**src/rtl/ysyx_24080006_csr_hpm.sv**
```systemverilog
// ysyx_24080006 machine-mode CSR file with HPM counters,
// vectored mtvec, generic trap entry and timer/external irqs.
module ysyx_24080006_csr_hpm #(
  parameter int NUM_HPM = 8,
  parameter int CNT_W   = 64,
  parameter int NUM_EVT = 16
) (
  input  logic               clock,
  input  logic               reset,
  input  logic               csr_en,
  input  logic [1:0]         csr_op,
  input  logic [11:0]        csr_addr,
  input  logic [31:0]        csr_wdata,
  output logic [31:0]        csr_rdata,
  output logic               csr_illegal,
  input  logic               trap_valid,
  input  logic [31:0]        trap_cause,
  input  logic [31:0]        trap_pc,
  input  logic               mret,
  output logic [31:0]        trap_vector,
  output logic [31:0]        mepc_o,
  input  logic               instret,
  input  logic [NUM_EVT-1:0] evt,
  input  logic               irq_timer,
  input  logic               irq_external,
  output logic               irq_pending,
  output logic [31:0]        irq_cause
);

  localparam int LAST = 2 + NUM_HPM;
  localparam logic [CNT_W-1:0] ONE = {{(CNT_W-1){1'b0}}, 1'b1};

  logic             mie_q, mpie_q;
  logic             mtie_q, meie_q;
  logic             mtip_q, meip_q;
  logic [31:0]      tvec_q, scratch_q;
  logic [31:0]      mepc_q, mcause_q;
  logic [31:0]      inh_q;
  logic [4:0]       sel_q [32];
  logic [CNT_W-1:0] cnt_q [32];

  logic [4:0]  idx;
  logic        is_lo, is_hi, is_evt;
  logic        hit, ro;
  logic [31:0] wval;
  logic        csr_we;
  logic [63:0] cnt_rd;
  logic [31:0] inh_mask;
  logic [31:0] src, inc;
  logic        unused_pc;

  function automatic logic impl(int i);
    return (i == 0) || (i == 2) ||
           (i >= 3 && i <= LAST);
  endfunction

  assign unused_pc = trap_pc[0];
  assign idx    = csr_addr[4:0];
  assign is_lo  = (csr_addr[11:5] == 7'h58) &&
                  (idx != 5'd1);
  assign is_hi  = (csr_addr[11:5] == 7'h5C) &&
                  (idx != 5'd1);
  assign is_evt = (csr_addr[11:5] == 7'h19) &&
                  (idx >= 5'd3);
  assign cnt_rd = 64'(cnt_q[idx]);

  // writable mcountinhibit bits: mcycle, minstret, implemented HPMs
  always_comb begin
    inh_mask = '0;
    for (int i = 0; i < 32; i++)
      inh_mask[i] = impl(i);
  end

  // read mux and address legality
  always_comb begin
    csr_rdata = '0;
    hit       = 1'b1;
    ro        = 1'b0;
    unique case (1'b1)
      csr_addr == 12'h300:
        csr_rdata = {19'b0, 2'b11, 3'b0, mpie_q,
                     3'b0, mie_q, 3'b0};
      csr_addr == 12'h304:
        csr_rdata = {20'b0, meie_q, 3'b0, mtie_q, 7'b0};
      csr_addr == 12'h305: csr_rdata = tvec_q;
      csr_addr == 12'h320: csr_rdata = inh_q;
      is_evt: csr_rdata = {27'b0, sel_q[idx]};
      csr_addr == 12'h340: csr_rdata = scratch_q;
      csr_addr == 12'h341: csr_rdata = mepc_q;
      csr_addr == 12'h342: csr_rdata = mcause_q;
      csr_addr == 12'h344: begin
        csr_rdata = {20'b0, meip_q, 3'b0, mtip_q, 7'b0};
        ro        = 1'b1;
      end
      is_lo: csr_rdata = cnt_rd[31:0];
      is_hi: csr_rdata = cnt_rd[63:32];
      csr_addr == 12'hF11: begin
        csr_rdata = 32'h7973_7978;
        ro        = 1'b1;
      end
      csr_addr == 12'hF12: begin
        csr_rdata = 32'd24080006;
        ro        = 1'b1;
      end
      default: hit = 1'b0;
    endcase
  end

  assign csr_illegal = csr_en &&
    (!hit || (ro && csr_op != 2'b00));

  // write data from op
  always_comb begin
    unique case (csr_op)
      2'b10:   wval = csr_rdata | csr_wdata;
      2'b11:   wval = csr_rdata & ~csr_wdata;
      default: wval = csr_wdata;
    endcase
  end

  assign csr_we = csr_en && (csr_op != 2'b00) &&
                  !csr_illegal && !trap_valid && !mret;

  // per-counter increment source
  always_comb begin
    src    = '0;
    src[0] = 1'b1;
    src[2] = instret;
    for (int i = 3; i < 32; i++)
      for (int k = 0; k < NUM_EVT; k++)
        if (sel_q[i] == 5'(k + 1))
          src[i] = src[i] | evt[k];
  end

  assign inc = src & ~inh_q;

  // status, trap state, plain CSRs and mip sampling
  always_ff @(posedge clock) begin
    if (reset) begin
      mie_q     <= 1'b0;
      mpie_q    <= 1'b0;
      mtie_q    <= 1'b0;
      meie_q    <= 1'b0;
      mtip_q    <= 1'b0;
      meip_q    <= 1'b0;
      tvec_q    <= '0;
      scratch_q <= '0;
      mepc_q    <= '0;
      mcause_q  <= '0;
      inh_q     <= '0;
    end else begin
      mtip_q <= irq_timer;
      meip_q <= irq_external;
      if (trap_valid) begin
        mcause_q <= trap_cause;
        mepc_q   <= {trap_pc[31:1], 1'b0};
        mpie_q   <= mie_q;
        mie_q    <= 1'b0;
      end else if (mret) begin
        mie_q  <= mpie_q;
        mpie_q <= 1'b1;
      end else if (csr_we) begin
        case (csr_addr)
          12'h300: begin
            mie_q  <= wval[3];
            mpie_q <= wval[7];
          end
          12'h304: begin
            mtie_q <= wval[7];
            meie_q <= wval[11];
          end
          12'h305: tvec_q    <= wval & 32'hFFFF_FFFD;
          12'h320: inh_q     <= wval & inh_mask;
          12'h340: scratch_q <= wval;
          12'h341: mepc_q    <= {wval[31:1], 1'b0};
          12'h342: mcause_q  <= wval;
          default: ;
        endcase
      end
    end
  end

  // counters and event selectors; unimplemented slots stay zero
  always_ff @(posedge clock) begin
    for (int i = 0; i < 32; i++) begin
      if (reset || !impl(i)) begin
        cnt_q[i] <= '0;
        sel_q[i] <= '0;
      end else begin
        if (csr_we && is_evt && idx == 5'(i))
          sel_q[i] <= wval[4:0];
        if (csr_we && is_lo && idx == 5'(i))
          cnt_q[i] <= {cnt_q[i][CNT_W-1:32], wval};
        else if (csr_we && is_hi && idx == 5'(i))
          cnt_q[i] <= {wval[CNT_W-33:0], cnt_q[i][31:0]};
        else if (inc[i])
          cnt_q[i] <= cnt_q[i] + ONE;
      end
    end
  end

  assign trap_vector = {tvec_q[31:2], 2'b00} +
    ((tvec_q[0] && trap_cause[31]) ?
     {25'b0, trap_cause[4:0], 2'b00} : 32'b0);

  assign mepc_o = mepc_q;

  assign irq_pending = mie_q &&
    ((mtie_q && mtip_q) || (meie_q && meip_q));

  assign irq_cause = (meie_q && meip_q) ? 32'h8000_000B :
                     (mtie_q && mtip_q) ? 32'h8000_0007 :
                     32'h0;

endmodule

```
**config.mk**
```make
export PLATFORM = sky130hd
export DESIGN_NAME = ysyx_24080006_csr_hpm
export DESIGN_NICKNAME = d
export VERILOG_FILES = /design/src/rtl/ysyx_24080006_csr_hpm.sv
export SDC_FILE = /design/constraint.sdc
export NUM_CORES = 2
export LEC_CHECK = 0
export CAP_MARGIN = 10
export CELL_PAD_IN_SITES_DETAIL_PLACEMENT = 0
export CELL_PAD_IN_SITES_GLOBAL_PLACEMENT = 2
export CORE_MARGIN = 3
export CORE_UTILIZATION = 43
export CTS_CLUSTER_SIZE = 25
export DETAILED_ROUTE_END_ITERATION = 16
export HOLD_SLACK_MARGIN = 0.05
export PLACE_DENSITY_LB_ADDON = 0.05
export SYNTH_ARGS = -nofsm -noshare
export SYNTH_HDL_FRONTEND = slang
export SYNTH_SLANG_ARGS = --single-unit
```
**constraint.sdc**
```tcl
create_clock -name clock -period 14.35 [get_ports clock]
set_input_delay 2.87 -clock clock [delete_from_list [all_inputs] [get_ports clock]]
set_output_delay 2.87 -clock clock [all_outputs]
set_load 0.01 [all_outputs]
```
==> results.cfg <==
[clocking]
clockBufferDepth = 3
clk_pin_slew_ns = 0.06
cts-root-buf = clkbuf_16
numCtsBuffers = 101
ctsResizeCount = 0
cts_setup_buffers = 0
htreeDepth = 3
clk-insertion-delay-late_ns = 0.71
hold_buffers = 0
cts_tree = done
cts.sinks = 832

[timing]
hold_viol_final = 0
drv_slew = 0
rsz0062_at_grt = false
worstMarginPinSlew_ns = 1.34
min_period_over_period_pct = 73.0
setup-tns-final_ns = 0
max_slew_margin_pct = 11.0
fin_skew_ns = 0.0277
worst_slack_ns = 3.87
fmax_mhz = 95.4
min_period_ns = 10.48
setup_viol = 0

[setup_path]
cp_max_fo = 49
crit_path_start_kind = input port
slowest_stage = a211oi_1
cp_cell_sequence = buf_8 -> buf_4 -> nor2b_4 -> buf_4 -> a2bb2oi_1 -> a211oi_1 -> a221oi_1 -> a21oi_1 -> a211o_1 -> clkdlybuf4s50_1
setup.worst_path.class = input port to output port
cp.required_ns = 11.48
rr_worst_depth = 10
crit_top_cell = buf_4
cp_data_arrival_time_ns = 7.61
cpPeakStageDelay_ns = 0.87
worst_setup_path_end_kind = output port

[outcome]
status = completed

[drt]
viasPerCell = 6.80
route.detailed.drc = 0
routed_wl_mm = 247
postRouteAntennaNets = 0
vias = 48900
drtIter0Drc = 7497
wl_per_cell_um = 34.4
drtPass1Iterations = 8

[power]
intPower_mw = 4.55
switchingPower_mw = 1.92
powerDensity_mw_per_mm2 = 106
switching_share_pct = 29.7
pwr-share-comb_pct = 13.8
power.leakage_nw = 19.8
pwr-share-seq_pct = 46.4
ir_drop_mv = 0.0950
clock_power_share_pct = 39.9

[synth]
synth_area_leaders = edfxtp_1, o22ai_1, xor2_1
synth-compound-area-share_pct = 16.7
synth-adder-area-share_pct = 0.388
yosysTopAreaCellShare_pct = 38.7
ys_seq_area_share_pct = 44.0
synth_top_family_by_area = simple AND/OR/NAND/NOR gates
synth_flop_cell = edfxtp_1
async_reset_ff_share_pct = 0
synth-simple-area-share_pct = 16.8
synth.distinct_cells = 98
syn_avg_cell_area_um2 = 9.93
ys_warn_count = 0
muxShareOfSynthArea_pct = 6.97
syn_inst = 5391
synth-edff-count = 690
syn_area_mm2 = 0.0535
yosys.area.top_type = edfxtp_1
synthXorXnorAreaFrac_pct = 10.6
ys_seq_elements = 832

[grt]
grt_pass1_vias = 44700
grt.total_usage_pct = 37.2
grt_max_degree = 89
grt_pass1_wl_mm = 345
antenna_found_initial = 13
gr-total-overflow = 0

[place]
hpwlAfterDp_mm = 167
place_congestion = 1.02
io_buffers = 232
dp.cells = 6987
post-place-ws_ns = 3.73

[floorplan]
fp.dieW_um = 359
die_area_mm2 = 0.129
core-area_mm2 = 0.123
rows = 128
dieHeight_um = 359
ios = 264
start_util_pct = 43.6

[final_layout]
syn_to_final_growth_pct = 13.8
drive_gt1_share_pct = 10.5
final_nets = 5618
instances_no_fill = 7187

[worst_hold_path]
whs_path_depth = 2
hold_path_class = flip-flop to flip-flop

[job]
cap_violations = 0
cells in the final DEF, fill, tap and decap left out, drive strengths merged, types with 54 or more instances in the layout:
| cell type | Yosys | layout |
|---|---|---|
| edfxtp | 690 | 690 |
| nand3 | 277 | 277 |
| clkbuf | 257 | 123 |
| clkinv | 1 | 54 |
| a21oi | 125 | 125 |
| xor2 | 407 | 407 |
| a22oi | 60 | 60 |
| o22ai | 651 | 651 |
| xnor2 | 240 | 240 |
| mux2 | 78 | 78 |
| and3 | 135 | 135 |
| inv | 84 | 84 |
| buf | 199 | 164 |
| mux4 | 80 | 80 |
| clkdlybuf4s50 | 0 | 225 |
| nor2 | 316 | 316 |
| and2 | 54 | 54 |
| mux2i | 105 | 105 |
| and4 | 84 | 84 |
| nand2 | 448 | 448 |
| dfxtp | 142 | 142 |
| nand4 | 173 | 173 |
| o21ai | 172 | 172 |
| a221oi | 78 | 78 |
| nor3 | 93 | 93 |
worst max-delay path: cells and delay by family:
family          cells  cell delay (ns)
compound gates      5             1.91
buf+inv             4             2.03
simple gates        1             0.68
layout make-up:
cell class / instances / area [um^2]
Sequential cell: 832 / 23600
Timing Repair Buffer: 391 / 3550
Clock inverter: 63 / 510
Multi-Input combinational cell: 4057 / 28200
Antenna cell: 13 / 32.5
Clock buffer: 121 / 2700
Inverter: 85 / 320
Tap cell: 1625 / 2030
Fill cell: 11500 / 61800
synthesized netlist by cell type, types with 14 or more instances:
library cell and number:
nor2b_1 23, xnor2_1 240, a22o_1 15, nand4_1 173, o221ai_1 15, clkbuf_1 257
buf_4 52, dfxtp_1 142, mux4_2 80, and3_1 135, a21oi_1 124, nor4_1 25
nor2_1 316, or3_1 15, a211oi_1 43, o21ai_1 21, o22ai_1 651, a2bb2oi_1 15
a31oi_1 31, ha_1 15, xor2_1 407, nand2_1 447, buf_2 129, and4_1 84
inv_1 84, and2_1 53, nand3_1 277, o21ai_0 150, edfxtp_1 690, nand2b_1 14
nor3_1 89, a221oi_1 78, mux2i_1 105, a221o_1 15, mux2_2 73, a22oi_1 57
kinds of logic (layout without fill, tap and decap cells):
family | count (synthesis) | after routing
and+or+nand+nor | 1741 | 1741
AOI/OAI and AO/OA | 1350 | 1350
DFF | 832 | 832
xor gates and xnor gates | 647 | 647
buffers and inverters | 541 | 660
muxes | 263 | 263
adders and majority gates | 16 | 16
other | 1 | 53
through the flow:
step	hold slack [ns]	utilization, %	power (mW)	area, um^2
final	0.452	49.6	6.47	60900
after global routing	0.471	49.6	6.63	60900
after CTS	0.453	49.6	6.45	60800
after detailed placement	0.442	47.0	3.90	57600
after global placement	0.431	47.0	3.89	57600
after floorplan	0.421	-	3.47	53700
state kept, by name (all words and copies together) (netlist names):
signal and count:
cnt_q 640, inh_q 10, mcause_q 32, meie_q 1
meip_q 1, mepc_o 31, mie_q 1, mpie_q 1
mtie_q 1, mtip_q 1, scratch_q 32, sel_q 50
tvec_q 31
power groups by stage:
stage	registers [mW]	clock network, mW	logic, mW
after floorplan	2.97	0	0.491
after global placement	3.04	0	0.857
after detailed placement	3.04	0	0.858
after CTS	2.99	2.60	0.863
after global routing	3.02	2.70	0.917
final	3.00	2.58	0.892
worst paths after layout:
path                              startpoint            end  slack, ns
worst max-delay path             csr_addr[1]  csr_rdata[31]       3.87
worst min-delay path            scratch_q[4]   scratch_q[4]       0.45
worst min register to register  scratch_q[4]   scratch_q[4]       0.45
worst max register to register  cnt_q[2][12]   cnt_q[8][12]       9.65
layer usage:
metal	GRT usage [%]	up-vias	share of wire, %
met4	21.1	4	6.3
li1	-	20900	-
met5	0	-	0.0097
met3	9.07	501	11
met1	52.7	24700	41
met2	51.7	2801	42
Power figures use the tool's default switching activity.
